File: config.mk
export PLATFORM = sky130hd
export DESIGN_NAME = jtag_scan_sequencer
export DESIGN_NICKNAME = d
export VERILOG_FILES = /design/src/rtl/jtag_pkg.sv /design/src/rtl/jtag_tick_gen.sv /design/src/rtl/jtag_scan_sequencer.sv
export SDC_FILE = /design/constraint.sdc
export NUM_CORES = 1
export LEC_CHECK = 0
export BUFFER_PORTS_ARGS = -buffer_cell sky130_fd_sc_hd__buf_2
export CORE_ASPECT_RATIO = 0.75
export CORE_UTILIZATION = 52
export DETAILED_ROUTE_END_ITERATION = 8
export PLACE_DENSITY = 0.76
export SYNTH_ARGS = -nofsm -noshare
export SYNTH_HDL_FRONTEND = slang
export SYNTH_HIERARCHICAL = 1
export SYNTH_SLANG_ARGS = --single-unit
File: constraint.sdc
create_clock -name internal_clk -period 3.3 [get_ports internal_clk]
set_input_delay 0.165 -clock internal_clk [delete_from_list [all_inputs] [get_ports internal_clk]]
set_output_delay 0.165 -clock internal_clk [all_outputs]
set_load 0.03 [all_outputs]
File: src/rtl/jtag_pkg.sv
// jtag_pkg: op/state types and TAP walk constants shared by the scan sequencer
package jtag_pkg;
  typedef enum logic [1:0] {OP_RESET, OP_IR_SCAN, OP_DR_SCAN, OP_RUN_IDLE} jtag_op_t;
  typedef enum logic [2:0] {S_WAIT, S_RST_WALK, S_PRE, S_SHIFT, S_POST, S_RTI, S_DONE} seq_state_t;
  localparam int WALK_TICKS = 6;
  localparam int IR_PRE_TICKS = 4;
  localparam int DR_PRE_TICKS = 3;
  localparam int POST_TICKS = 2;
  // bit i is the TMS value on tick i of the phase
  localparam logic [5:0] WALK_TMS = 6'b011111;
  localparam logic [3:0] IR_PRE_TMS = 4'b0011;
  localparam logic [3:0] DR_PRE_TMS = 4'b0001;
  localparam logic [1:0] POST_TMS = 2'b01;
  function automatic logic is_scan(jtag_op_t op);
    return op == OP_IR_SCAN || op == OP_DR_SCAN;
  endfunction
endpackage

File: src/rtl/jtag_tick_gen.sv
// jtag_tick_gen: divides internal_clk down to a one-cycle TAP advance tick
module jtag_tick_gen #(
  parameter int CLK_DIV = 4
) (
  input  logic internal_clk,
  input  logic tap_rst,
  input  logic clear,
  input  logic run,
  output logic tick
);
  localparam int CW = CLK_DIV > 1 ? $clog2(CLK_DIV) : 1;
  logic [CW-1:0] cnt;
  logic wrap;
  assign wrap = cnt == CW'(CLK_DIV - 1);
  assign tick = run && !tap_rst && wrap;
  always_ff @(posedge internal_clk) begin
    if (tap_rst || clear) cnt <= '0;
    else if (run) cnt <= wrap ? '0 : cnt + 1'b1;
  end
endmodule

File: src/rtl/jtag_scan_sequencer.sv
// jtag_scan_sequencer: turns scan commands into TMS/TDI tick streams and gathers TDO
module jtag_scan_sequencer
  import jtag_pkg::*;
#(
  parameter int MAX_LEN = 32,
  parameter int CLK_DIV = 4,
  localparam int LENW = $clog2(MAX_LEN + 1)
) (
  input  logic               internal_clk,
  input  logic               tap_rst,
  input  logic               cmd_valid,
  output logic               cmd_ready,
  input  logic [1:0]         cmd_op,
  input  logic [LENW-1:0]    cmd_len,
  input  logic [MAX_LEN-1:0] cmd_data,
  output logic               rsp_valid,
  output logic [MAX_LEN-1:0] rsp_data,
  output logic               tap_clk_enable,
  output logic               tap_mode,
  output logic               tdi,
  input  logic               tdo
);
  localparam int IW = $clog2(MAX_LEN);
  seq_state_t state, nstate;
  jtag_op_t op_q, sel_op;
  logic [LENW-1:0] len_q, elen, sel_len, idx, nidx;
  logic [MAX_LEN-1:0] data_q, sel_data, cap;
  logic at_idle, accept, run, tick, last, tms_n, tdi_n;

  function automatic seq_state_t after(seq_state_t s, jtag_op_t op, logic [LENW-1:0] len);
    return s == S_RST_WALK ? (op == OP_RESET ? S_DONE :
                              op == OP_RUN_IDLE ? (len != '0 ? S_RTI : S_DONE) : S_PRE) :
           s == S_PRE ? S_SHIFT : s == S_SHIFT ? S_POST : S_DONE;
  endfunction

  function automatic logic [LENW-1:0] plen(seq_state_t s, jtag_op_t op, logic [LENW-1:0] len);
    return s == S_RST_WALK ? LENW'(WALK_TICKS) :
           s == S_PRE ? (op == OP_IR_SCAN ? LENW'(IR_PRE_TICKS) : LENW'(DR_PRE_TICKS)) :
           (s == S_SHIFT || s == S_RTI) ? len : LENW'(POST_TICKS);
  endfunction

  function automatic logic tms_of(seq_state_t s, logic [LENW-1:0] i, jtag_op_t op, logic [LENW-1:0] len);
    return s == S_RST_WALK ? WALK_TMS[i[2:0]] :
           s == S_PRE ? (op == OP_IR_SCAN ? IR_PRE_TMS[i[1:0]] : DR_PRE_TMS[i[1:0]]) :
           s == S_SHIFT ? i == len - 1'b1 :
           s == S_POST ? POST_TMS[i[0]] : 1'b0;
  endfunction

  assign accept = cmd_valid && cmd_ready;
  assign run = state != S_WAIT && state != S_DONE;
  assign tap_clk_enable = tick;
  assign elen = !is_scan(jtag_op_t'(cmd_op)) ? cmd_len :
                cmd_len == '0 ? LENW'(1) : cmd_len > LENW'(MAX_LEN) ? LENW'(MAX_LEN) : cmd_len;
  assign sel_op = accept ? jtag_op_t'(cmd_op) : op_q;
  assign sel_len = accept ? elen : len_q;
  assign sel_data = accept ? cmd_data : data_q;
  assign last = idx == plen(state, op_q, len_q) - 1'b1;
  // an unknown TAP position or an explicit RESET forces the walk first
  assign nstate = accept ? (!at_idle || sel_op == OP_RESET ? S_RST_WALK : after(S_RST_WALK, sel_op, sel_len)) :
                  last ? after(state, op_q, len_q) : state;
  assign nidx = accept || last ? '0 : idx + 1'b1;
  assign tms_n = tms_of(nstate, nidx, sel_op, sel_len);
  assign tdi_n = nstate == S_SHIFT && sel_data[nidx[IW-1:0]];

  jtag_tick_gen #(.CLK_DIV(CLK_DIV)) u_tick (
    .internal_clk(internal_clk),
    .tap_rst(tap_rst),
    .clear(accept),
    .run(run),
    .tick(tick)
  );

  always_ff @(posedge internal_clk) begin
    if (tap_rst) begin
      state <= S_WAIT;
      idx <= '0;
      at_idle <= 1'b0;
      cmd_ready <= 1'b0;
      rsp_valid <= 1'b0;
      rsp_data <= '0;
      tap_mode <= 1'b1;
      tdi <= 1'b0;
      cap <= '0;
      op_q <= OP_RESET;
      len_q <= '0;
      data_q <= '0;
    end else begin
      rsp_valid <= 1'b0;
      cmd_ready <= !accept && (state == S_WAIT || state == S_DONE);
      if (accept) begin
        op_q <= sel_op;
        len_q <= elen;
        data_q <= cmd_data;
        cap <= '0;
      end
      if (tick && state == S_SHIFT) cap[idx[IW-1:0]] <= tdo;
      if (accept || tick) begin
        state <= nstate;
        idx <= nidx;
        tap_mode <= tms_n;
        tdi <= tdi_n;
        if (nstate == S_DONE) begin
          rsp_valid <= 1'b1;
          rsp_data <= accept ? '0 : cap;
          at_idle <= 1'b1;
        end
      end else if (state == S_DONE) state <= S_WAIT;
    end
  end
endmodule

=== Yosys cells after proc, flatten, opt, wreduce, memory -nomap -nowiden ===
Memory sizes are Yosys's and may differ from the RTL's.
Index checks and enable logic that the tools add are counted.

* Memories kept: 1
* Memory bits (read-only): 8
* Bits in latches: 0
* Register bits: 120
* Memory bits (writable): 0

* Div/mod/pow operators: 0
* Equal/unequal tests: 20
* Muxes and demuxes: 47
* Reductions and logical operators: 28
* Bitwise operators: 1
* Add/subtract/negate cells: 4
* Multiply operators: 0
* $lt $le $gt $ge: 7
* Shifts and indexed selects: 0

{| class="wikitable"
|+ Memory list
! name !! depth !! width !! read ports !! clocked after memory_dff !! wr ports !! line !! source
|-
| (name not given) || 8 || 1 || 1 || 0 || 0 || jtag_scan_sequencer.sv:43 || <nowiki>return s == S_RST_WALK ? WALK_TMS[i[2:0]] :</nowiki>
|}

{| class="wikitable"
|+ Operator list
! cell !! number
|-
| 2-to-1 mux 32 bit || 4
|-
| 2-to-1 mux 6 bit || 8
|-
| 2-to-1 mux 3 bit || 12
|-
| bitwise mux 32 bit || 1
|-
| 2-to-1 mux 1 bit || 13
|-
| == test 3 x 2 -> 1 bit (second input constant) || 4
|-
| == test 3 bit (second input constant) || 4
|-
| == test 6 bit || 2
|-
| < comparator 5 x 6 -> 1 bit (second input constant) || 2
|-
| nonzero test 6 bit || 2
|-
| subtractor 6 x 1 -> 6 bit (second input constant) || 2
|-
| 2-to-1 mux 2 bit || 5
|-
| == test 2 bit (second input constant) || 4
|-
| logical AND 1 bit || 8
|-
| logical OR 1 bit || 7
|-
| adder 6 x 1 -> 6 bit (second input constant) || 1
|-
| == test 2 x 1 -> 1 bit (second input constant) || 3
|-
| == test 3 x 1 -> 1 bit (second input constant) || 2
|-
| greater-than comparator 6 bit (second input constant) || 1
|-
| logical NOT 6 bit || 1
|-
| binary-select mux 1 bit (select 5 bit) || 1
|-
| demux 1 bit (select 5 bit) || 1
|-
| >= comparator 5 x 1 -> 1 bit (second input constant) || 1
|-
| binary-select mux 1 bit (select 2 bit) || 2
|-
| 13 further kinds || 16
|}

=== Logic depth before layout (Yosys ltp) ===
* Depth after elaboration: 16
* Mapped depth: 18
* Mapped depth without buffers: 15

=== Cells and area by module ===
Netlist, hierarchy kept.

{| class="wikitable"
|+ Modules (own cells, without submodules)
! module !! seq. area each (sq um) !! cells an instance !! area each (sq um) !! times used
|-
| jtag_scan_sequencer || 2362.3 || 764 || 6023.3 || 1
|-
| jtag_tick_gen || 40.0 || 9 || 103.8 || 1
|}

=== Least setup slack after synthesis ===
Ideal clock, no wire load.

* Path type: register to register
* From: register state[0]
* To: register rsp_data[20]
* Required time: 3.172 ns
* Slack: -0.183 ns
* Path buffers: 2
* Data arrival time: 3.355 ns
* Setup time: 0.128 ns
* Stages on the path, launching flop included: 16
* Cells stage by stage: dfxtp_1 > clkbuf_1 > nor2b_1 > nand2_1 > o21ai_0 > ha_1 > inv_1 > o21a_1 > or4_1 > and4_4 > nor2_1 > a211oi_2 > nor4b_4 > buf_2 > mux2i_1 > nor2_1

* Longest elaborated chain between the ends: 11
* Elaborated cells on any way between the ends: 23
* Classes of those cells: add/sub (1); eq/ne (7); mux (8); reduce/logical (7)

{| class="wikitable"
|+ RTL lines
! what !! line !! source
|-
| from (decl) || jtag_scan_sequencer.sv:24 || <nowiki>seq_state_t state, nstate;</nowiki>
|-
| from (signal assigned) || jtag_scan_sequencer.sv:98 || <nowiki>state <= nstate;</nowiki>
|-
| == test 3 x 2 -> 1 bit or == test 3 bit (tied branches) || jtag_scan_sequencer.sv:33, jtag_scan_sequencer.sv:39 ||
|-
| logical OR 1 bit || jtag_scan_sequencer.sv:39 || <nowiki>(s == S_SHIFT || s == S_RTI) ? len : LENW'(POST_TICKS);</nowiki>
|-
| 2-to-1 mux 6 bit || jtag_scan_sequencer.sv:39 ||
|-
| 2-to-1 mux 6 bit || jtag_scan_sequencer.sv:38 || <nowiki>s == S_PRE ? (op == OP_IR_SCAN ? LENW'(IR_PRE_TICKS) : LENW'(DR_PRE_TICKS)) :</nowiki>
|-
| 2-to-1 mux 6 bit || jtag_scan_sequencer.sv:37 || <nowiki>return s == S_RST_WALK ? LENW'(WALK_TICKS) :</nowiki>
|-
| subtractor 6 x 1 -> 6 bit || jtag_scan_sequencer.sv:57 || <nowiki>assign last = idx == plen(state, op_q, len_q) - 1'b1;</nowiki>
|-
| == test 6 bit || jtag_scan_sequencer.sv:57 ||
|-
| 2-to-1 mux 3 bit || jtag_scan_sequencer.sv:60 || <nowiki>last ? after(state, op_q, len_q) : state;</nowiki>
|-
| 2-to-1 mux 3 bit || jtag_scan_sequencer.sv:59 || <nowiki>assign nstate = accept ? (!at_idle || sel_op == OP_RESET ? S_RST_WALK : after(S_RST_WALK, sel_op, sel_len)) :</nowiki>
|-
| == test 3 bit || jtag_scan_sequencer.sv:102 || <nowiki>if (nstate == S_DONE) begin</nowiki>
|-
| AND reduction 2 bit (no line) (*) || - ||
|-
| to (signal assigned) || jtag_scan_sequencer.sv:104 || <nowiki>rsp_data <= accept ? '0 : cap;</nowiki>
|-
| to (decl) || jtag_scan_sequencer.sv:17 || <nowiki>output logic [MAX_LEN-1:0] rsp_data,</nowiki>
|}

Every way passes the cells marked *; elsewhere a longest branch is shown, timed or not.
A chain may end at the register's enable or synchronous reset.

=== Worst setup path after layout ===
* From: register op_q[1]
* To: register rsp_data[9]

* Longest elaborated chain between the ends: 10
* Elaborated cells on any way between the ends: 22
* Classes of those cells: add/sub (1); eq/ne (5); mux (12); reduce/logical (4)

{| class="wikitable"
|+ RTL lines
! what !! line !! source
|-
| from (decl) || jtag_scan_sequencer.sv:25 || <nowiki>jtag_op_t op_q, sel_op;</nowiki>
|-
| from (signal assigned) || jtag_scan_sequencer.sv:91 || <nowiki>op_q <= sel_op;</nowiki>
|-
| == test 2 x 1 -> 1 bit || jtag_scan_sequencer.sv:38 ||
|-
| 2-to-1 mux 3 bit || jtag_scan_sequencer.sv:38 ||
|-
| 2-to-1 mux 6 bit || jtag_scan_sequencer.sv:38 ||
|-
| 2-to-1 mux 6 bit || jtag_scan_sequencer.sv:37 ||
|-
| subtractor 6 x 1 -> 6 bit || jtag_scan_sequencer.sv:57 ||
|-
| == test 6 bit || jtag_scan_sequencer.sv:57 ||
|-
| 2-to-1 mux 3 bit || jtag_scan_sequencer.sv:60 ||
|-
| 2-to-1 mux 3 bit (*) || jtag_scan_sequencer.sv:59 ||
|-
| == test 3 bit (*) || jtag_scan_sequencer.sv:102 ||
|-
| AND reduction 2 bit (no line) (*) || - ||
|}

Marks and branches as above.

==> results.md <==
* Run status: finished, violations left
* Violated checks: setup timing
* DRT Wirelength at 17800 um
* Initial antenna violation count at 0
* Post-layout nets at 953
* # H-tree levels at 4
* Core ar. at 11200 um2
* Starting DRT DRC Count at 604
* # rows at 33
* Synth top area share at 39.2%
* Fin. Hold Viols at 0
* Top FF cell, synth: dfxtp_1
* Critical path start-end classification: flop to flop
* Post-DRT Antenna Nets at 0
* Slack of the critical path at -0.106 ns
* Critical path peak fanout at 7
* RD Place Congestion at 0.888
* DRC at 0
* Min Hold Slack at 0.00334 ns
* Slowest-stage cell, CP: or4_4
* PD cells at 461 nW/um2
* Vias at 6148
* Slew Limit Fails at 0
* Commonest non-fill, non-tap cells in the layout: nand2_1, dfxtp_1, a21oi_1
* Lkg Pwr at 3.14 nW
* Final Cell Area at 8180 um2
* Root buffer cell: clkbuf_16
* Worst-Margin Slew at 1.07 ns
* WP buf/inv at 5
* Grt ovf at 0
* Setup TNS at -1.37 ns
* RSZ-0062 raised after global routing: yes
* Synth area leaders: dfxtp_1, a21oi_1, nand2_1, nand3_1, mux2i_1
* I/O Pins at 81
* Vias in the first global route at 5767
* Top cell by count, worst path: inv_2
* Post-Syn Nets at 831
* Post-synth EDFFs at 0
* Switching part of the total power at 23.1%
* Commonest non-fill, non-tap cell in the layout: nand2_1
* Global-route wire length before repair at 28700 um
* Finished Layout Cells at 1065
* Clk buf depth at 2
* Die Area at 12200 um2
* Drt via density at 5.77
* Worst hold-check path type: primary input to flop
* CP top delay family: simple AND/OR/NAND/NOR gates
* Worst Clk Skew at 0.00873 ns
* Syn Area/Cell at 7.93 um2
* Worst path max stage delay at 0.49 ns
* Crit path cell chain: inv_2 > ha_4 > nand2b_4 > a21bo_2 > o21ai_2 > ha_2 > inv_2 > o21a_1 > or4_4 > and4_4 > mux2i_4 > nor2_4 > nor4b_4 > buf_6 > buf_12 > buf_16 > nand3_1 > a21oi_1
* Antenna Cells at 0
* Total number of yosys warnings at 6
* Critical path startpoint category: flop
* Post-synthesis sequential area ratio at 39.2%
* # placed instances at 1003
* Sw power at 0.000871 W
* Cts bufs inserted at 17
* Max-cap violation count at 0
* HPWL Detailed at 10800 um
* Crit path arrival time at 3.74 ns
* Relative slew slack at 28.9%
* IO Port Bufs at 80
* Synth Instances at 773
* Syn Std Cell Area at 6130 um2
* CP required at 3.63 ns
* Die height at 96.0 um
* Min cycle time layout at 3.41 ns
* Area leader, netlist: dfxtp_1
* Largest net degree at the start of global routing at 98
* Initial Util at 54.8%
* Seq cells post-synth at 120
* Layout cell share with drive strength beyond 1 at 27.6%
* R2R Setup Slk at -0.11 ns
* Logic pwr share at 8.0%
* Wire per inst at 16.7 um
* Post-synthesis cell type count at 71
* Tcrit/Tclk final at 103%
* Global router's overall resource usage at 30.3%
* CTS tree: done
* Share of power burned in registers at 39.6%
* FILL cells at 800
* Clock transition at path regs at 0.05 ns
* Clock group share of total power at 52.3%
* DRT Pass-1 Iters at 5
* Final setup viols at 27
* Clock sinks at 120
* Peak VDD IR at 354 uV
* Setup crit end kind: flop
* Fraction of registers with async set/reset at 0%
* Power Internal at 0.00290 W
* Skew-Pair Late Insertion Delay at 0.42 ns
* Die W at 127 um
* Post-Place Cell Area at 6880 um2
* FMAX at 0.294 GHz
* Area Overhead vs Synth at 33.5%
[flip-flops by register name, summed over array words and instances, names as in the netlist]
register    count
data_q         32
at_idle         1
state           3
rsp_data       32
len_q           6
idx             6
rsp_valid       1
cap            32
cmd_ready       1
tap_mode        1
op_q            2
tdi             1
u_tick/cnt      2
[synth_stat cells (all sizes together), types with 5 or more instances]
library cell  number
nor4               5
mux2               5
and2              13
o21ai             10
xnor2             13
a21oi            101
nor3              14
ha                14
nand3             83
xor2               5
nand2b            34
a211oi             5
a31oi              5
inv               14
clkbuf            41
a22oi              5
nor2              52
buf               16
mux2i             26
and3               7
nand2            119
dfxtp            120
[power groups by stage]
stage          Sequential (W)  Clock [W]  Combinational (W)
6_report              0.00149    0.00197           0.000303
5_1_grt               0.00150    0.00205           0.000331
4_1_cts               0.00149    0.00198           0.000292
3_5_place_dp          0.00152          0           0.000267
3_3_place_gp          0.00152          0           0.000259
2_1_floorplan         0.00152          0           0.000181
[metal layers]
| metal | wire length [um] | vias to the layer above | global-route usage [%] |
|---|---|---|---|
| li1 | - | 2936 | - |
| met1 | 7900 | 2898 | 40.0 |
| met2 | 8180 | 276 | 49.3 |
| met3 | 1330 | 38 | 5.39 |
| met4 | 399 | 0 | 12.9 |
| met5 | 0 | - | 0 |
[timing repair]
| item | CTS | global route |
|---|---|---|
| cloned | 5 | 0 |
| setup endpoints to repair | 34 | 36 |
| hold buffers | 20 | 0 |
| endpoints found under the hold margin | 20 | 0 |
| pin swaps | 13 | 11 |
| setup buffers | 7 | 2 |
| resized for setup | 36 | 36 |
[worst paths after layout]
| path | start | end | cells after the start |
|---|---|---|---|
| setup / recovery | op_q[1]$_SDFFE_PP0P_ | rsp_data[9]$_SDFFE_PP0P_ | 18 |
| hold / removal | cmd_data[11] | data_q[11]$_SDFF_PP0_ | 3 |
| setup reg to reg | op_q[1]$_SDFFE_PP0P_ | rsp_data[9]$_SDFFE_PP0P_ | 18 |
| hold reg to reg | data_q[19]$_SDFF_PP0_ | data_q[19]$_SDFF_PP0_ | 2 |
[logic make-up after synthesis]
| kind of cell | count (synthesis) | share of synthesized area (%) |
|---|---|---|
| flops | 120 | 39.2 |
| simple gates | 358 | 29.0 |
| buf+inv | 72 | 5.04 |
| fa+ha+maj | 14 | 2.86 |
| xor+xnor | 18 | 2.57 |
| mux | 32 | 5.53 |
| compound gates | 159 | 15.8 |
[through the flow]
stage	utilization (%)	total power [W]	setup WS, ns
floorplan	-	0.00170	0.0133
global placement	61.5	0.00178	-0.0268
detailed placement	61.5	0.00179	-0.159
CTS	72.1	0.00377	-0.0442
global route	73.1	0.00388	-0.214
finish	73.1	0.00377	-0.106
[area by class of cell]
class | count | area [um2] | area share, %
sequential | 120 | 2410 | 29.5
inverter | 15 | 56.3 | 0.688
timing repair buffer | 160 | 1140 | 14.0
tap | 157 | 196 | 2.40
multi-input combinational | 581 | 3740 | 45.8
clock inverter | 12 | 174 | 2.13
clock buffer | 20 | 457 | 5.58
[worst min-delay path, cell delays in order]
cell and delay (ns):
buf_2 0.10, nand2_1 0.05, a21oi_1 0.06
(Power assumes the default switching activity.)
